File: src/rtl/clock_ctrl_pkg.sv
// Shared types for the clock time-setting controller: FSM state encoding,
// mode field width and a small elaboration-time helper.
package clock_ctrl_pkg;

    localparam int MODE_W = 2;

    typedef enum logic [MODE_W-1:0] {
        RUN     = 2'd0,
        SET_HRS = 2'd1,
        SET_MIN = 2'd2
    } state_e;

    function automatic int max_int(input int a, input int b);
        return (a > b) ? a : b;
    endfunction

endpackage

File: src/rtl/key_conditioner.sv
// Key front end: 2-flop synchronizer, rising-edge detect and optional
// hold-to-repeat pulse generator.
module key_conditioner
    import clock_ctrl_pkg::*;
#(
    parameter bit REPEAT_EN  = 1'b0,
    parameter int REPEAT_DLY = 500,
    parameter int REPEAT_PER = 200
) (
    input  logic clk,
    input  logic rst,
    input  logic key_i,
    input  logic restart_i,
    output logic pulse_o
);

    logic sync1_q, sync1_d;
    logic sync2_q, sync2_d;
    logic prev_q,  prev_d;
    logic rise;

    always_comb begin
        sync1_d = key_i;
        sync2_d = sync1_q;
        prev_d  = sync2_q;
    end

    always_ff @(posedge clk or posedge rst) begin
        if (rst) begin
            sync1_q <= 1'b0;
            sync2_q <= 1'b0;
            prev_q  <= 1'b0;
        end else begin
            sync1_q <= sync1_d;
            sync2_q <= sync2_d;
            prev_q  <= prev_d;
        end
    end

    assign rise = sync2_q & ~prev_q;

    generate
        if (REPEAT_EN) begin : g_rpt
            localparam int RPT_MAX = max_int(REPEAT_DLY, REPEAT_PER);
            localparam int CNT_W   = $clog2(RPT_MAX + 1);
            localparam logic [CNT_W-1:0] DLY_C = CNT_W'(REPEAT_DLY);
            localparam logic [CNT_W-1:0] PER_C = CNT_W'(REPEAT_PER);

            logic [CNT_W-1:0] cnt_q, cnt_d;
            logic             phase_q, phase_d;
            logic             fire;

            // cnt holds cycles since the last press/restart/repeat, starting at 1
            // so that a match with the terminal count lands exactly on the period.
            always_comb begin
                cnt_d   = cnt_q;
                phase_d = phase_q;
                fire    = 1'b0;
                if (!sync2_q) begin
                    cnt_d   = '0;
                    phase_d = 1'b0;
                end else if (restart_i) begin
                    cnt_d   = CNT_W'(1);
                    phase_d = 1'b0;
                end else if (cnt_q == (phase_q ? PER_C : DLY_C)) begin
                    fire    = 1'b1;
                    cnt_d   = CNT_W'(1);
                    phase_d = 1'b1;
                end else begin
                    cnt_d = cnt_q + 1'b1;
                end
            end

            always_ff @(posedge clk or posedge rst) begin
                if (rst) begin
                    cnt_q   <= '0;
                    phase_q <= 1'b0;
                end else begin
                    cnt_q   <= cnt_d;
                    phase_q <= phase_d;
                end
            end

            assign pulse_o = rise | fire;
        end else begin : g_norpt
            logic unused_restart;
            assign unused_restart = restart_i;
            assign pulse_o        = rise;
        end
    endgenerate

endmodule

File: src/rtl/time_set_ctrl.sv
// Clock time-setting controller: RUN/SET_HRS/SET_MIN FSM, 1 Hz prescaler,
// adjust pulses with auto-repeat and blink strobe for the field being set.
module time_set_ctrl
    import clock_ctrl_pkg::*;
#(
    parameter int CLK_HZ     = 1000,
    parameter int REPEAT_DLY = 500,
    parameter int REPEAT_PER = 200
) (
    input  logic              clk,
    input  logic              rst,
    input  logic              key_mode,
    input  logic              key_adj,
    output logic              tick_1hz,
    output logic              set_hrs_n,
    output logic              set_min_n,
    output logic              adj_hrs,
    output logic              adj_min,
    output logic              blink,
    output logic [MODE_W-1:0] mode
);

    localparam int PRESC_W    = $clog2(CLK_HZ);
    localparam int BLINK_HALF = CLK_HZ / 4;
    localparam int BLINK_W    = $clog2(BLINK_HALF);
    localparam logic [PRESC_W-1:0] PRESC_MAX = PRESC_W'(CLK_HZ - 1);
    localparam logic [BLINK_W-1:0] BLINK_MAX = BLINK_W'(BLINK_HALF - 1);

    state_e             state_q, state_d;
    logic [PRESC_W-1:0] presc_q, presc_d;
    logic [BLINK_W-1:0] bcnt_q, bcnt_d;
    logic               tick_q, tick_d;
    logic               set_hrs_n_q, set_hrs_n_d;
    logic               set_min_n_q, set_min_n_d;
    logic               adj_hrs_q, adj_hrs_d;
    logic               adj_min_q, adj_min_d;
    logic               blink_q, blink_d;
    logic               state_chg, in_run;
    logic               mode_pulse, adj_pulse;

    key_conditioner #(
        .REPEAT_EN  (1'b0),
        .REPEAT_DLY (REPEAT_DLY),
        .REPEAT_PER (REPEAT_PER)
    ) u_mode_key (
        .clk       (clk),
        .rst       (rst),
        .key_i     (key_mode),
        .restart_i (1'b0),
        .pulse_o   (mode_pulse)
    );

    key_conditioner #(
        .REPEAT_EN  (1'b1),
        .REPEAT_DLY (REPEAT_DLY),
        .REPEAT_PER (REPEAT_PER)
    ) u_adj_key (
        .clk       (clk),
        .rst       (rst),
        .key_i     (key_adj),
        .restart_i (state_chg),
        .pulse_o   (adj_pulse)
    );

    always_comb begin
        state_d = state_q;
        case (state_q)
            RUN:     if (mode_pulse) state_d = SET_HRS;
            SET_HRS: if (mode_pulse) state_d = SET_MIN;
            SET_MIN: if (mode_pulse) state_d = RUN;
            default: state_d = RUN;
        endcase
        state_chg = (state_d != state_q);
        in_run    = (state_q == RUN) && (state_d == RUN);

        // Prescaler parks at 0 outside RUN so re-entry yields a full second.
        presc_d = '0;
        tick_d  = 1'b0;
        if (in_run) begin
            if (presc_q == PRESC_MAX) begin
                tick_d = 1'b1;
            end else begin
                presc_d = presc_q + 1'b1;
            end
        end

        set_hrs_n_d = (state_d != SET_HRS);
        set_min_n_d = (state_d != SET_MIN);

        // A mode step in the same cycle swallows any adjust pulse.
        adj_hrs_d = adj_pulse && !state_chg && (state_q == SET_HRS);
        adj_min_d = adj_pulse && !state_chg && (state_q == SET_MIN);

        bcnt_d  = '0;
        blink_d = 1'b0;
        if ((state_d == SET_HRS) || (state_d == SET_MIN)) begin
            if (state_chg) begin
                blink_d = 1'b1;
            end else if (bcnt_q == BLINK_MAX) begin
                blink_d = ~blink_q;
            end else begin
                bcnt_d  = bcnt_q + 1'b1;
                blink_d = blink_q;
            end
        end
    end

    always_ff @(posedge clk or posedge rst) begin
        if (rst) begin
            state_q     <= RUN;
            presc_q     <= '0;
            bcnt_q      <= '0;
            tick_q      <= 1'b0;
            set_hrs_n_q <= 1'b1;
            set_min_n_q <= 1'b1;
            adj_hrs_q   <= 1'b0;
            adj_min_q   <= 1'b0;
            blink_q     <= 1'b0;
        end else begin
            state_q     <= state_d;
            presc_q     <= presc_d;
            bcnt_q      <= bcnt_d;
            tick_q      <= tick_d;
            set_hrs_n_q <= set_hrs_n_d;
            set_min_n_q <= set_min_n_d;
            adj_hrs_q   <= adj_hrs_d;
            adj_min_q   <= adj_min_d;
            blink_q     <= blink_d;
        end
    end

    assign tick_1hz  = tick_q;
    assign set_hrs_n = set_hrs_n_q;
    assign set_min_n = set_min_n_q;
    assign adj_hrs   = adj_hrs_q;
    assign adj_min   = adj_min_q;
    assign blink     = blink_q;
    assign mode      = state_q;

endmodule

File: config.mk
export PLATFORM = sky130hd
export DESIGN_NAME = time_set_ctrl
export DESIGN_NICKNAME = d
export VERILOG_FILES = /design/src/rtl/clock_ctrl_pkg.sv /design/src/rtl/key_conditioner.sv /design/src/rtl/time_set_ctrl.sv
export SDC_FILE = /design/constraint.sdc
export NUM_CORES = 1
export LEC_CHECK = 0
export BUFFER_PORTS_ARGS = -buffer_cell sky130_fd_sc_hd__buf_2
export CORE_ASPECT_RATIO = 1.4
export CORE_MARGIN = 2
export CORE_UTILIZATION = 59
export CTS_CLUSTER_DIAMETER = 50
export CTS_CLUSTER_SIZE = 30
export DETAILED_ROUTE_END_ITERATION = 10
export PLACE_DENSITY = 0.89
export SYNTH_ARGS = -nofsm -noshare
export SYNTH_HDL_FRONTEND = slang
export SYNTH_SLANG_ARGS = --single-unit
File: constraint.sdc
create_clock -name clk -period 2.2 [get_ports clk]
set_input_delay 0.22 -clock clk [delete_from_list [all_inputs] [get_ports clk]]
set_output_delay 0.22 -clock clk [all_outputs]
set_load 0.01 [all_outputs]
==> impl_metrics.tcl, run 1 <==
set metrics [dict create \
    status "completed" \
    grt_overflow 0 \
    nNetsFinal 210 \
    dp_hpwl_um 2620 \
    layout-drive-gt1-share_pct 14.1 \
    antenna_found_initial 0 \
    ant_nets 0 \
    drt_iter0_drc 28 \
    end_kind "flop" \
    cts_tree "yes" \
    grt_max_degree 43 \
    n_antenna_cell 0 \
    fmaxAchievable_mhz 529 \
    slew_headroom_pct 43.1 \
    initial_utilization_pct 61.9 \
    cts_setup_buffers 0 \
    fin_crit_sh_pct 85.9 \
    drt-wirelength-per-cell_um 15.4 \
    leakagePower_nw 0.901 \
    ir_drop_mv 0.870 \
    rsz0062_at_grt "false" \
    yosys_warnings 0 \
    cts_hold_buf 0 \
    drv_slew 0 \
    grt_pass1_vias 1542 \
    synth_area_sq_um 1930 \
    die_y_um 71.7 \
    total_power_mw 1.86 \
    fp.dieArea_sq_um 3760 \
    hp-class "in -> reg" \
    power.density_nw_per_um2 868 \
    viasPerCell 5.90 \
    rows 24 \
    path_max_fanout 8 \
    clk_latency_ps 300 \
    cts_sinks 42 \
    critPathLaunchType "flop" \
    firstDrtPassIters 4 \
    vias 1405 \
    gp_congestion 0.783 \
    ys_ff_latch 42 \
    maxCapViolCount 0 \
    avgSynthCellArea_sq_um 10.7 \
    die_w_um 52.4 \
    route.detailed.drc 0 \
    ioPinCount 12 \
    setup_viol 0 \
    syn_inst 180 \
    syn-num-nets 192 \
    yosysSeqAreaShare_pct 54.5 \
    grt_pass1_wl_um 6420 \
    cts_resized 0 \
    clkTransAtPathRegs_ps 80 \
    cts_inserted_buffers 5 \
    tightest_slew_ps 846 \
    finalWirelength_um 3660 \
    critPathKind "reg -> reg" \
    async_flop_share_pct 100 \
    yosys_most_used_dff "dfrtp_1" \
    coreArea_sq_um 3120 \
    finalHoldViolations 0 \
    io_buffers 11 \
    crit_arrival_ps 2090 \
    setup_tns_ps 0 \
    grt_usage_pct 23.1 \
    synth_edf_count 0 \
    ys_types 34 \
    required_ps 2400 \
    clock_skew_ps 9.20 \
    cts_root_buffer "clkbuf_8" \
    finalCriticalPeriod_ps 1890 \
    htreeDepth 2 \
    area_delta_synth_final_pct 10.7 \
    cts_buffer_depth 2 \
]
critical path, stage by stage, from the launching register on:
cell and delay, ps:
dfrtp_1 370, nand2b_1 160, xor2_1 150, or2_2 300
ha_1 300, nand3_1 220, a211oi_1 290
cells in the mapped netlist, drive strengths merged (4+ instances only):
cell    instances  area, sq um
dfrtp          40         1000
nand3          14         70.1
inv            12         45.0
o21ai          10         50.1
nand2           9         33.8
nor3            9         45.0
or3             9         56.3
ha              8          100
a211oi          7         52.6
nor2            7         26.3
xor2            6         52.6
a21oi           5         25.0
nand4           4         25.0
o31ai           4         30.0
xnor2           4         35.0
layer usage:
metal  vias to the layer above  part of all wire [%]  GRT usage [%]
li1                        686                     -              -
met1                       682                    40           23.8
met2                        24                    55           41.8
met3                        13                   3.3           6.25
met4                         0                   2.2           10.8
met5                         -                     0              0
where the power goes:
group	total, mW	switching (mW)	internal (mW)
Sequential	0.938	0.0759	0.862
Clock	0.516	0.264	0.252
Combinational	0.404	0.248	0.156
placed cells by master, fill, tap and decap left out, types with 4 or more instances in the layout:
cell type  synthesis  layout
buf_2              0      11
ha_1               8       8
or3_1              9       9
a21oi_1            5       5
xnor2_1            4       4
inv_1             12      12
o21ai_0           10      10
nor3_1             9       9
nand3_1           14      14
clkbuf_8           0       6
nand2_1            9       9
a211oi_1           7       7
dfrtp_1           40      40
o31ai_1            4       4
xor2_1             6       6
nand4_1            4       4
nor2_1             7       7
worst paths after layout:
path / to / cells past startpoint / from / slack (ps)
setup / recovery: bcnt_q[5]$_DFF_PP0_ / 6 / u_mode_key.prev_q$_DFF_PP0_ / 310
hold / removal: u_adj_key.sync1_q$_DFF_PP0_ / 1 / key_adj / 20
setup reg to reg: bcnt_q[5]$_DFF_PP0_ / 6 / u_mode_key.prev_q$_DFF_PP0_ / 310
hold reg to reg: u_adj_key.prev_d$_DFF_PP0_ / 0 / u_adj_key.sync1_q$_DFF_PP0_ / 350
max in group asynchronous: set_min_n$_DFF_PP1_ / 3 / rst / 1800
min in group asynchronous: bcnt_q[4]$_DFF_PP0_ / 3 / rst / 30
final cells by class:
type / count / area, sq um
Sequential cell: 42 / 1050
Inverter: 12 / 45.0
Timing Repair Buffer: 14 / 77.6
Clock buffer: 6 / 82.6
Clock inverter: 2 / 12.5
Multi-Input combinational cell: 123 / 820
Tap cell: 39 / 48.8
Fill cell: 239 / 983
per-stage QoR:
stage	hold slack, ps	instance area [sq um]	cells	setup WS [ps]	util (%)
after global routing	13.2	2140	238	118	68.5
after floorplan	251	1930	180	339	-
after detailed placement	331	2040	230	331	65.5
after global placement	328	2040	230	382	65.5
final	15.2	2140	238	310	68.5
after CTS	13.2	2140	238	286	68.5
flip-flops by register name (all words and copies together) (netlist names), 2 cells and up:
signal / flops
presc_q: 10
u_adj_key.g_rpt.cnt_q: 9
bcnt_q: 8
mode: 2
logic make-up after synthesis:
| kind of cell | count (synthesis) | synth area share, % |
|---|---|---|
| AND/OR/NAND/NOR | 70 | 20.3 |
| XOR/XNOR | 10 | 4.53 |
| AO/OA/AOI/OAI | 35 | 12.4 |
| buffers and inverters | 15 | 3.11 |
| flip-flops | 42 | 54.5 |
| adder cells (fa/ha/maj) | 8 | 5.18 |
(Power assumes the default switching activity.)
==> run 2, diff against run 1 <==
- REMOVE_ABC_BUFFERS: not set -> 1
==> run 2 against run 1 <==
  * Clock power down 1%
  * Sequential power barely moved
  * Sequential cell count stayed put
  * Worst setup slack got worse by 58 ps
  * Global-route usage down 1.3 points
  * Non-clock buffer count unchanged
  * Cell count unchanged
  * Sequential share of layout area increased by 0.086 points
  * Core utilization is 0.12 points lower
  * First-iteration DRC count fell by 50%
  * Wire length decreased by 0.90%
  * Via count rose by 1.6%
  * Highest routed layer unchanged
==> impl_metrics.tcl, run 2 (synthesis gave the netlist of run 1 again) <==
set metrics [dict create \
    critPathLaunchType "flop" \
    status "completed" \
    clkTransAtPathRegs_ps 80 \
    path_cells "nand2b_1 -> xor2_1 -> or2_2 -> ha_1 -> nand3_1 -> a211oi_1" \
    cts_buffer_depth 2 \
    drt-wirelength-per-cell_um 15.2 \
    fp.dieArea_sq_um 3760 \
    ioPinCount 12 \
    tightest_slew_ps 907 \
    die_w_um 52.4 \
    fin_crit_sh_pct 88.5 \
    place_area_sq_um 2040 \
    place_inst 230 \
    cp_slowest_cell "dfrtp_1" \
    cp_slowest_stage_delay_ps 370 \
    cts_inserted_buffers 5 \
    path_max_fanout 8 \
    crit_start "u_mode_key.prev_q$_DFF_PP0_" \
    top_regs "presc_q x10, u_adj_key.g_rpt.cnt_q x9, bcnt_q x8" \
    antenna_found_initial 0 \
    initial_utilization_pct 61.9 \
    clock_skew_ps 13.2 \
    cts_resized 0 \
    cts_hold_buf 0 \
    final_cell_mix "40 x dfrtp_1, 14 x nand3_1, 12 x inv_1, 11 x buf_2, 10 x o21ai_0" \
    grt_max_degree 43 \
    cts_root_buffer "clkbuf_8" \
    slew_headroom_pct 39.0 \
    fmaxAchievable_mhz 513 \
    rows 24 \
    vias 1428 \
    leakagePower_nw 0.902 \
    finalWirelength_um 3620 \
    final_common_cell "dfrtp_1" \
    multi_input_area_sq_um 820 \
    reg2reg_depth 6 \
    layout-drive-gt1-share_pct 13.6 \
    cts_tree "yes" \
    hp-class "in -> async" \
    route.detailed.drc 0 \
    top_register "presc_q" \
    setup_viol 0 \
    die_y_um 71.7 \
    largest_register_ffs 10 \
    regArea_sq_um 1050 \
    cts_sinks 42 \
    coreArea_sq_um 3120 \
    final_cell_count_no_fill 238 \
    end_kind "flop" \
    grt_pass1_wl_um 6090 \
    total_power_mw 1.86 \
    ir_drop_mv 0.450 \
    grt_pass1_vias 1427 \
    grt_overflow 0 \
    io_buffers 11 \
    grt_usage_pct 21.9 \
    rsz0062_at_grt "false" \
    drv_slew 0 \
    fin_area_sq_um 2140 \
    hold_ws_ps 28.7 \
    finalHoldViolations 0 \
    firstDrtPassIters 4 \
    power.density_nw_per_um2 872 \
    htreeDepth 2 \
    ant_nets 0 \
    finalCriticalPeriod_ps 1950 \
    fill_cells 236 \
    dp_hpwl_um 2500 \
    required_ps 2400 \
    gp_congestion 0.730 \
    maxCapViolCount 0 \
    clk_latency_ps 300 \
    crit_arrival_ps 2140 \
    r2r-start "u_mode_key.prev_q$_DFF_PP0_" \
    area_delta_synth_final_pct 10.5 \
    cts_setup_buffers 0 \
    setup_tns_ps 0 \
    nNetsFinal 210 \
    critPathKind "reg -> reg" \
    n_antenna_cell 0 \
    viasPerCell 6.00 \
    drt_iter0_drc 14 \
]
[run 2: power by group]
| part | leakage (nW) | internal, mW | switching, mW |
|---|---|---|---|
| logic | 0.296 | 0.158 | 0.257 |
| registers | 0.558 | 0.862 | 0.0755 |
| clock network | 0.0482 | 0.253 | 0.257 |
[run 2: final timing paths]
check,end,slack (ps)
worst max-delay path,bcnt_q[5]$_DFF_PP0_,250
worst min-delay path,u_adj_key.g_rpt.cnt_q[7]$_DFF_PP0_,30
worst max register to register,bcnt_q[5]$_DFF_PP0_,250
worst min register to register,u_mode_key.prev_d$_DFF_PP0_,360
max in group asynchronous,set_hrs_n$_DFF_PP1_,1800
min in group clk,u_mode_key.sync1_q$_DFF_PP0_,30
[run 2: stage by stage]
| step | worst slack (ps) | utilization [%] |
|---|---|---|
| CTS | 248 | 68.4 |
| global placement | 427 | 65.5 |
| finish | 252 | 68.4 |
| floorplan | 213 | - |
| global route | 25.3 | 68.4 |
| detailed placement | 284 | 65.5 |
[run 2: routing by layer]
| metal | share of wire, % | track usage, % | vias up |
|---|---|---|---|
| li1 | - | - | 686 |
| met1 | 42 | 23.8 | 720 |
| met2 | 54 | 39.0 | 14 |
| met3 | 2.5 | 5.83 | 8 |
| met4 | 1.9 | 8.83 | 0 |
| met5 | 0 | 0 | - |
[run 2: final cells by class]
class / instances / share of cell area (%)
clock buffers: 7 / 4.04
clock inverters: 1 / 0.234
inverters: 12 / 2.11
multi-input cells: 123 / 38.4
flip-flops and latches: 42 / 49.3
well taps: 39 / 2.28
repair buffers: 14 / 3.63
[run 2: worst max-delay path, delay by kind of cell (launching register included)]
kind | cells | cell delay [ps]
AOI/OAI and AO/OA | 1 | 310
and+or+nand+nor | 3 | 700
DFF | 1 | 370
xor gates and xnor gates | 1 | 160
adders and majority gates | 1 | 300
